<file path="src/rtl/os_seq_if.sv">
// rtl/os_seq_if.sv - handshake and instruction bundle between os_inst_sequencer and the core
interface os_seq_if;
    logic        start;
    logic        l0_ready;
    logic        ififo_ready;
    logic        ofifo_valid;
    logic [40:0] inst;
    logic        busy;
    logic        done;

    modport master (
        input  start, l0_ready, ififo_ready, ofifo_valid,
        output inst, busy, done
    );

    modport slave (
        output start, l0_ready, ififo_ready, ofifo_valid,
        input  inst, busy, done
    );
endinterface

</file>
<file path="src/rtl/os_inst_sequencer.sv">
// rtl/os_inst_sequencer.sv - per-tile instruction generator for the output-stationary core
// Define OS_SEQ_MAXPOOL_EN to drive max_pool_en (inst[40]) alongside every drain read.
module os_inst_sequencer #(
    parameter int         LEN_NIJ   = 27,
    parameter int         SHIFT_LEN = 16,
    parameter int         NUM_OUT   = 8,
    parameter logic [7:0] W_BASE    = 8'h80
) (
    input  logic      clk,
    input  logic      reset,
    os_seq_if.master  bus
);
    localparam int CW = $clog2(LEN_NIJ + 1);
    localparam int PW = $clog2(SHIFT_LEN + NUM_OUT + 4);

    typedef enum logic [2:0] {
        S_IDLE  = 3'd0,
        S_EXEC  = 3'd1,
        S_FLUSH = 3'd2,
        S_SHIFT = 3'd3,
        S_DRAIN = 3'd4
    } state_t;

    state_t          state_q, state_d;
    logic [CW-1:0]   cnt_q;
    logic [PW-1:0]   ph_q;
    logic            issue, rd_fire, last_rd;

    logic            iss_q, wr_q, rd_q, ex_q, ld_q, mode_q, ofrd_q, mp_q, done_q, busy_q;
    logic            iss_d, wr_d, rd_d, ex_d, ld_d, mode_d, ofrd_d, mp_d, done_d, busy_d;
    logic [7:0]      a0_q, a1_q, a0_d, a1_d;

    assign issue   = (state_q == S_EXEC) && bus.l0_ready && bus.ififo_ready;
    assign rd_fire = (state_q == S_DRAIN) && bus.ofifo_valid;
    assign last_rd = rd_fire && (ph_q == PW'(NUM_OUT - 1));

    always_ff @(posedge clk) begin
        if (reset) state_q <= S_IDLE;
        else       state_q <= state_d;
    end

    always_comb begin
        state_d = state_q;
        case (state_q)
            S_IDLE:  if (bus.start && !busy_q)                          state_d = S_EXEC;
            S_EXEC:  if (issue && (cnt_q == CW'(LEN_NIJ - 1)))          state_d = S_FLUSH;
            S_FLUSH: if (ph_q == PW'(2))                                state_d = S_SHIFT;
            S_SHIFT: if (ph_q == PW'(SHIFT_LEN - 1))                    state_d = S_DRAIN;
            S_DRAIN: if (last_rd)                                       state_d = S_IDLE;
            default:                                                    state_d = S_IDLE;
        endcase
    end

    // ph_q counts cycles in FLUSH/SHIFT and accepted reads in DRAIN; it restarts on every state change.
    always_ff @(posedge clk) begin
        if (reset || state_q == S_IDLE) cnt_q <= '0;
        else if (issue)                 cnt_q <= cnt_q + CW'(1);

        if (reset || state_d != state_q)
            ph_q <= '0;
        else if (state_q == S_FLUSH || state_q == S_SHIFT || rd_fire)
            ph_q <= ph_q + PW'(1);
    end

    always_comb begin
        a0_d = a0_q;
        a1_d = a1_q;
        if (issue) begin
            a0_d = 8'(cnt_q);
            a1_d = W_BASE + 8'(cnt_q);
        end else if (state_d == S_IDLE) begin
            a0_d = 8'h00;
            a1_d = 8'h00;
        end
        // Issue strobe ripples through write, read and execute stages; stalls become bubbles.
        iss_d  = issue;
        wr_d   = iss_q;
        rd_d   = wr_q;
        ex_d   = rd_q;
        ld_d   = (state_q == S_SHIFT);
        mode_d = rd_q | ld_d;
        ofrd_d = rd_fire;
        done_d = last_rd;
        busy_d = (state_d != S_IDLE) || last_rd;
`ifdef OS_SEQ_MAXPOOL_EN
        mp_d   = rd_fire;
`else
        mp_d   = 1'b0;
`endif
    end

    always_ff @(posedge clk) begin
        if (reset) begin
            iss_q  <= 1'b0;
            wr_q   <= 1'b0;
            rd_q   <= 1'b0;
            ex_q   <= 1'b0;
            ld_q   <= 1'b0;
            mode_q <= 1'b0;
            ofrd_q <= 1'b0;
            mp_q   <= 1'b0;
            done_q <= 1'b0;
            busy_q <= 1'b0;
            a0_q   <= 8'h00;
            a1_q   <= 8'h00;
        end else begin
            iss_q  <= iss_d;
            wr_q   <= wr_d;
            rd_q   <= rd_d;
            ex_q   <= ex_d;
            ld_q   <= ld_d;
            mode_q <= mode_d;
            ofrd_q <= ofrd_d;
            mp_q   <= mp_d;
            done_q <= done_d;
            busy_q <= busy_d;
            a0_q   <= a0_d;
            a1_q   <= a1_d;
        end
    end

    assign bus.inst = {mp_q, 1'b0, 1'b0, 1'b1, 1'b1, 9'd0,
                       ~iss_q, a1_q,
                       ~iss_q, 1'b1, a0_q,
                       ofrd_q, wr_q, rd_q, rd_q, wr_q, mode_q, ex_q, ld_q};
    assign bus.busy = busy_q;
    assign bus.done = done_q;
endmodule

</file>
<file path="src/flat_wrapper.sv">
// flat-port wrapper written by rule: the top's interface ports become plain ports
module os_inst_sequencer_flat 
#(
    parameter int         LEN_NIJ   = 27,
    parameter int         SHIFT_LEN = 16,
    parameter int         NUM_OUT   = 8,
    parameter logic [7:0] W_BASE    = 8'h80
)
  (clk, reset, bus_start, bus_l0_ready, bus_ififo_ready, bus_ofifo_valid, bus_inst, bus_busy, bus_done);
  os_seq_if bus_i ();
  input  logic clk;
  input  logic reset;
  input wire logic [$bits(bus_i.start)-1:0] bus_start;
  input wire logic [$bits(bus_i.l0_ready)-1:0] bus_l0_ready;
  input wire logic [$bits(bus_i.ififo_ready)-1:0] bus_ififo_ready;
  input wire logic [$bits(bus_i.ofifo_valid)-1:0] bus_ofifo_valid;
  output wire logic [$bits(bus_i.inst)-1:0] bus_inst;
  output wire logic [$bits(bus_i.busy)-1:0] bus_busy;
  output wire logic [$bits(bus_i.done)-1:0] bus_done;
  assign bus_i.start = bus_start;
  assign bus_i.l0_ready = bus_l0_ready;
  assign bus_i.ififo_ready = bus_ififo_ready;
  assign bus_i.ofifo_valid = bus_ofifo_valid;
  assign bus_inst = bus_i.inst;
  assign bus_busy = bus_i.busy;
  assign bus_done = bus_i.done;
  os_inst_sequencer #(.LEN_NIJ(LEN_NIJ), .SHIFT_LEN(SHIFT_LEN), .NUM_OUT(NUM_OUT), .W_BASE(W_BASE)) u_core (.clk(clk), .reset(reset), .bus(bus_i));
endmodule
</file>
<file path="config.mk">
export PLATFORM = sky130hd
export DESIGN_NAME = os_inst_sequencer_flat
export DESIGN_NICKNAME = d
export VERILOG_FILES = /design/src/rtl/os_seq_if.sv /design/src/rtl/os_inst_sequencer.sv /design/src/flat_wrapper.sv
export SDC_FILE = /design/constraint.sdc
export NUM_CORES = 1
export LEC_CHECK = 0
export BUFFER_PORTS_ARGS = -buffer_cell sky130_fd_sc_hd__buf_2
export CORE_MARGIN = 3
export CORE_UTILIZATION = 42
export CTS_BUF_LIST = sky130_fd_sc_hd__clkbuf_4 sky130_fd_sc_hd__clkbuf_8
export CTS_CLUSTER_SIZE = 10
export DETAILED_ROUTE_END_ITERATION = 6
export PLACE_DENSITY = 0.76
export SLEW_MARGIN = 10
export SYNTH_ARGS = -nofsm -noshare
export SYNTH_HDL_FRONTEND = slang
export SYNTH_SLANG_ARGS = --single-unit
</file>
<file path="constraint.sdc">
create_clock -name clk -period 3 [get_ports clk]
set_clock_uncertainty 0.05 [all_clocks]
set_input_delay 0.15 -clock clk [delete_from_list [all_inputs] [get_ports clk]]
set_output_delay 0.15 -clock clk [all_outputs]
set_load 0.01 [all_outputs]
</file>
# Word level (Yosys, flattened, before mapping)
# Index checks and enable logic that the tools add are counted.
[classes] n_addsub=3 multipliers=0 n_div=0 magnitude_cmp=0 n_eq_ne=9 n_shift=0 n_mux=10 bitwise=2 n_reduce_logical=16
[ops] cell="$mux 8" count=2
[ops] cell="$mux 3" count=5
[ops] cell="$pmux 3 s5" count=1
[ops] cell="$add 5x1->5 const B" count=2
[ops] cell="$mux 5" count=2
[ops] cell="$add 8x5->8 const A" count=1
[ops] cell="$eq 3x2->1 const B" count=2
[ops] cell="$logic_and 1x1->1" count=6
[ops] cell="$logic_not 3->1" count=2
[ops] cell="$eq 5x2->1 const B" count=1
[ops] cell="$eq 5x3->1 const B" count=1
[ops] cell="$eq 5x4->1 const B" count=1
[ops] cell="$eq 5x5->1 const B" count=1
[ops] cell="$logic_or 1x1->1" count=5
[ops] cell="$eq 3x1->1 const B" count=1
[ops] cell="$eq 3x3->1 const B" count=1
[ops] cell="$ne 3x3->1" count=1
[ops] cell="$reduce_bool 3->1" count=1
[ops] cell="$reduce_bool 2->1" count=1
[ops] cell="$logic_not 1->1" count=1
[ops] cell="$not 1->1" count=1
[ops] cell="$or 1x1->1" count=1
[totals] ff_bits=35 latch_bits=0 ramBits=0 romBits=0 mem_count=0

# Depth between registers and ports, before layout
[logic_depth] ltp_word=9 mapped_depth=7 ltp_nobuf=7

# Worst setup path before layout
# Ideal clock, no wire load.
[synth_timing] path_type="register to register" startpoint="register u_core.ph_q[0]" endpoint="register u_core.ph_q[1]" arrival_time_ns=1.623 required_time_ns=2.864 setup_slack_ns=1.242 stages_incl_launch_ff=8 period_less_slack_ns=1.758 cell_sequence="dfxtp_1 -> ha_1 -> and3_1 -> ha_1 -> nand2_1 -> o211ai_1 -> a221o_1 -> a211oi_1"
[synth_via] elab_chain_len=6
[synth_rtl] item="start: declaration" line="os_inst_sequencer.sv:26" text="logic [PW-1:0] ph_q;"
[synth_rtl] item="start signal: assignment" line="os_inst_sequencer.sv:62" text="ph_q <= ph_q + PW'(1);"
[synth_rtl] item="$eq 5x3->1" line="os_inst_sequencer.sv:35" text="assign last_rd = rd_fire && (ph_q == PW'(NUM_OUT - 1));"
[synth_rtl] item="$logic_and 1x1->1" line="os_inst_sequencer.sv:35"
[synth_rtl] item="$mux 3" line="os_inst_sequencer.sv:49" text="S_DRAIN: if (last_rd) state_d = S_IDLE;"
[synth_rtl] item="$pmux 3 s5" line="os_inst_sequencer.sv:44" text="case (state_q)"
[synth_rtl] item="$ne 3x3->1" line="os_inst_sequencer.sv:59" text="if (reset || state_d != state_q)"
[synth_rtl] item="$logic_or 1x1->1" line="os_inst_sequencer.sv:59"
# Parallel ways exist; a longest one is shown, timed or not.
# A chain may end at the register's enable or synchronous reset.

# Worst setup path after layout
# Same ends and word-level chain as after synthesis.

==> impl_table.tex <==
\begin{tabular}{lr}
\hline
Metric & Value \\
\hline
\multicolumn{2}{l}{\textbf{STA}} \\
Transition at the pin with the smallest max-transition slack & 0.553 ns \\
RSZ-0062 raised after global routing & no \\
Post-route minimum period & just under 2 ns \\
Highest Clock Rate & approximately 0.5 GHz \\
Ratio of final minimum period to clock period & between 60\% and 70\% \\
Final setup violation count & 0 \\
Final count of hold timing violations & 0 \\
Final number of max-transition violations & 0 \\
Max-Slew Margin vs Limit & between 60\% and 70\% \\
Post-route worst hold slack & $\sim$0.027 ns \\
Final TNS setup & 0 ns \\
\multicolumn{2}{l}{\textbf{Yosys}} \\
Synthesized area divided by synthesized cell count & 9.03 um2 \\
Number of instances in the synthesized netlist & 163 \\
Adder and majority gate portion of the synthesized area & $\sim$4.2\% \\
Simple-gate share of the synthesized area & between 10\% and 20\% \\
Sequential-to-total area share from yosys stat & between 30\% and 40\% \\
Post-synth cell types & 44 \\
Post-synthesis compound-gate area fraction & between 10 and 15\% \\
Cell with the most instances after synthesis & buf\_4 \\
Top post-synthesis cells by area & dfxtp\_1 38\%, buf\_4 17\%, ha\_1 4.2\%, nor2\_1 4.1\%, a32o\_1 3.4\% \\
Yosys top cell by area & dfxtp\_1 \\
Number of storage elements in the synthesis netlist & 28 \\
Synthesized-area fraction occupied by xor and xnor cells & around 4.2\% \\
Post-synthesis mux area share & 0.680\% \\
Number of enable-type register cells in the synthesized netlist & 0 \\
Warning count from the yosys run & 0 \\
Async set-reset flop share out of synthesis & 0\% \\
Area share of the largest cell type after synthesis & 38.1\% \\
Combinational family with the most area after synthesis & buffers and inverters \\
Mapped Area & between 0.001 and 0.0015 mm2 \\
Commonest cells in the synthesized netlist & 34 x buf\_4, 28 x dfxtp\_1, 16 x nor2\_1 \\
Commonest register cell after synthesis & dfxtp\_1 \\
\multicolumn{2}{l}{\textbf{Routing}} \\
Number of nets with antenna violations after detailed routing & 0 \\
Number of DRC markers after the initial detailed-route iteration & 30 \\
Drt total wl & approximately 2400 um \\
Vias after detailed routing & about 1000 \\
Average wire length per cell after detail routing & 11.0 um \\
Average vias per placed instance & roughly 4.8 \\
Initial DRT Pass Iterations & 4 \\
DRC violation count after routing & 0 \\
\multicolumn{2}{l}{\textbf{Worst setup path}} \\
Data arrival, critical path & approximately 2.1 ns \\
Crit path launch type & flop \\
Worst setup path category & flop to flop \\
Data required time of the worst path & between 3 and 4 ns \\
Setup crit end kind & flop \\
Highest net fanout along the worst path & 5 \\
\multicolumn{2}{l}{\textbf{Clock network}} \\
Clock tree from TritonCTS & yes \\
Number of buffers created by CTS & 3 \\
Post-cts hold buffer count & 0 \\
Number of sinks handled by clock tree synthesis & 28 \\
CTS root buffer & clkbuf\_4 \\
Setup repair bufs after CTS & 0 \\
Clock Tree Buf Depth & 2 \\
Clock network latency to the later pin of the worst-skew pair & between 0.3 and 0.4 ns \\
Cts repair resizes & 0 \\
H-tree levels & 1 \\
Clock transition at path regs & between 0.1 and 0.15 ns \\
\multicolumn{2}{l}{\textbf{GRT}} \\
First-pass GRT wire length & roughly 4000 um \\
Initial antenna violation count & 0 \\
Combined global-route utilization of all metal layers & a little under an eighth \\
Via count of the first global-routing pass & 884 \\
Pin count of the biggest net entering global routing & 16 \\
Grt ovf & 0 \\
\multicolumn{2}{l}{\textbf{Power}} \\
Internal cell power & approximately 470 uW \\
Switching portion of total power & 23.5\% \\
Power per unit of standard cell area & between 400 and 500 mW/mm2 \\
Power spent charging and discharging nets & between 100 and 150 uW \\
Sequential share of power & between 60\% and 70\% \\
Logic pwr share & 8.5\% \\
Fraction of power consumed by the clock network & between 20\% and 30\% \\
Leakage power & around 0.00065 uW \\
Maximum resistive drop on vdd & between 0.2 and 0.25 mV \\
\multicolumn{2}{l}{\textbf{Cells and area}} \\
Final \#Nets & between 150 and 200 \\
Diode count & 0 \\
Filler Cells Inserted & $\sim$330 \\
Layout cells sized above 1 & approximately a fifth \\
Area growth from synthesis to final layout & 1.10\% \\
\multicolumn{2}{l}{\textbf{Placement}} \\
Number of port buffers & 28 \\
Global placement routability congestion & a little under 0.9 \\
Post-DP HPWL & about 1800 um \\
\multicolumn{2}{l}{\textbf{Die}} \\
Row count & 20 \\
Die extent in x & 65.2 um \\
Die area & 0.00425 mm2 \\
Core Region & roughly 0.0032 mm2 \\
Starting density of the core & a little under half \\
Y dimension of the die & 65.2 um \\
Number of primary I/O pins & 49 \\
\multicolumn{2}{l}{\textbf{Job}} \\
Max-capacitance violation count & 0 \\
\multicolumn{2}{l}{\textbf{Worst hold path}} \\
Worst hold-check path type & primary input to flop \\
\multicolumn{2}{l}{\textbf{Run status}} \\
Outcome & complete, no violations \\
\hline
\end{tabular}
[final cells by class]
type                    count  area [um2]  area share (%)
multi-input cells         109         678            45.5
flip-flops and latches     28         561            37.6
repair buffers             28         140            9.41
well taps                  44        55.1            3.70
clock buffers               4        36.3            2.44
inverters                   5        18.8            1.26
[worst paths after layout]
kind	start	to	slack [ns]	depth (start not counted)
setup reg to reg	u_core.ph_q[0]$_SDFFE_PP0P_	u_core.ph_q[1]$_SDFFE_PP0P_	1.06	7
hold reg to reg	u_core.iss_q$_SDFF_PP0_	u_core.rd_d$_SDFF_PP0_	0.40	2
hold / removal	bus_ofifo_valid	u_core.ofrd_q$_SDFF_PP0_	0.03	3
setup / recovery	u_core.ph_q[0]$_SDFFE_PP0P_	u_core.ph_q[1]$_SDFFE_PP0P_	1.06	7
[cell usage in the layout (no fill, tap or decap), types with 3 or more instances in the layout]
| cell type | synthesis | final |
|---|---|---|
| xnor2_1 | 3 | 3 |
| a211oi_1 | 3 | 3 |
| dfxtp_1 | 28 | 28 |
| nand3_1 | 4 | 4 |
| conb_1 | 2 | 20 |
| nand2_1 | 5 | 5 |
| a21oi_1 | 5 | 5 |
| inv_1 | 5 | 5 |
| buf_2 | 1 | 28 |
| ha_1 | 5 | 5 |
| nor2_1 | 16 | 16 |
| clkbuf_4 | 0 | 3 |
| xor2_1 | 4 | 4 |
| nor2b_1 | 7 | 7 |
| nor3_1 | 3 | 3 |
| a32o_1 | 5 | 5 |
[routing by layer]
layer  global-route usage [%]  vias up  routed length (um)
met5                        0        -                   0
met4                     2.85        0                  13
li1                         -      530                   -
met2                     17.3       45                1040
met1                     17.2      466                1130
met3                     3.59        2                 217
[flip-flops by register name, summed over array words and instances, names as in the netlist]
| register | cells |
|---|---|
| u_core.cnt_q | 5 |
| u_core.ph_q | 5 |
| u_core.a0_q | 4 |
| u_core.state_q | 3 |
| u_core.a1_q | 2 |
| u_core.bus.busy | 1 |
| u_core.bus.done | 1 |
| u_core.ex_d | 1 |
| u_core.ex_q | 1 |
| u_core.iss_q | 1 |
| u_core.ld_q | 1 |
| u_core.mode_q | 1 |
| u_core.ofrd_q | 1 |
| u_core.rd_d | 1 |
[metrics by stage]
stage	cell area (um2)	std cells	utilization [%]	power, uW	worst slack, ns
3_3_place_gp	1450	214	45.4	440	1.16
4_1_cts	1490	218	46.5	619	1.05
5_1_grt	1490	218	46.5	641	0.879
6_report	1490	218	46.5	609	1.06
3_5_place_dp	1450	214	45.4	440	1.08
2_1_floorplan	1540	181	-	447	1.24
[power groups by stage]
stage          Clock, uW  Combinational, uW  Sequential, uW
3_3_place_gp           0               51.2             389
3_5_place_dp           0               51.3             389
6_report             176               52.0             381
4_1_cts              186               51.4             381
2_1_floorplan          0               60.8             387
5_1_grt              200               59.1             382
[kinds of logic (layout without fill, tap and decap cells)]
| group | after synthesis | in the layout |
|---|---|---|
| muxes | 1 | 1 |
| other | 2 | 20 |
| AOI/OAI and AO/OA | 25 | 25 |
| buffers and inverters | 44 | 37 |
| adders and majority gates | 5 | 5 |
| and+or+nand+nor | 51 | 51 |
| DFF | 28 | 28 |
| xor gates and xnor gates | 7 | 7 |
[critical path, stage by stage, from the launching register on]
cell      delay, ns
dfxtp_1        0.36
ha_1           0.24
and3_1         0.19
ha_1           0.20
nand2_1        0.09
o211ai_1       0.12
a221o_1        0.42
a211oi_1       0.19
(Power assumes the default switching activity.)
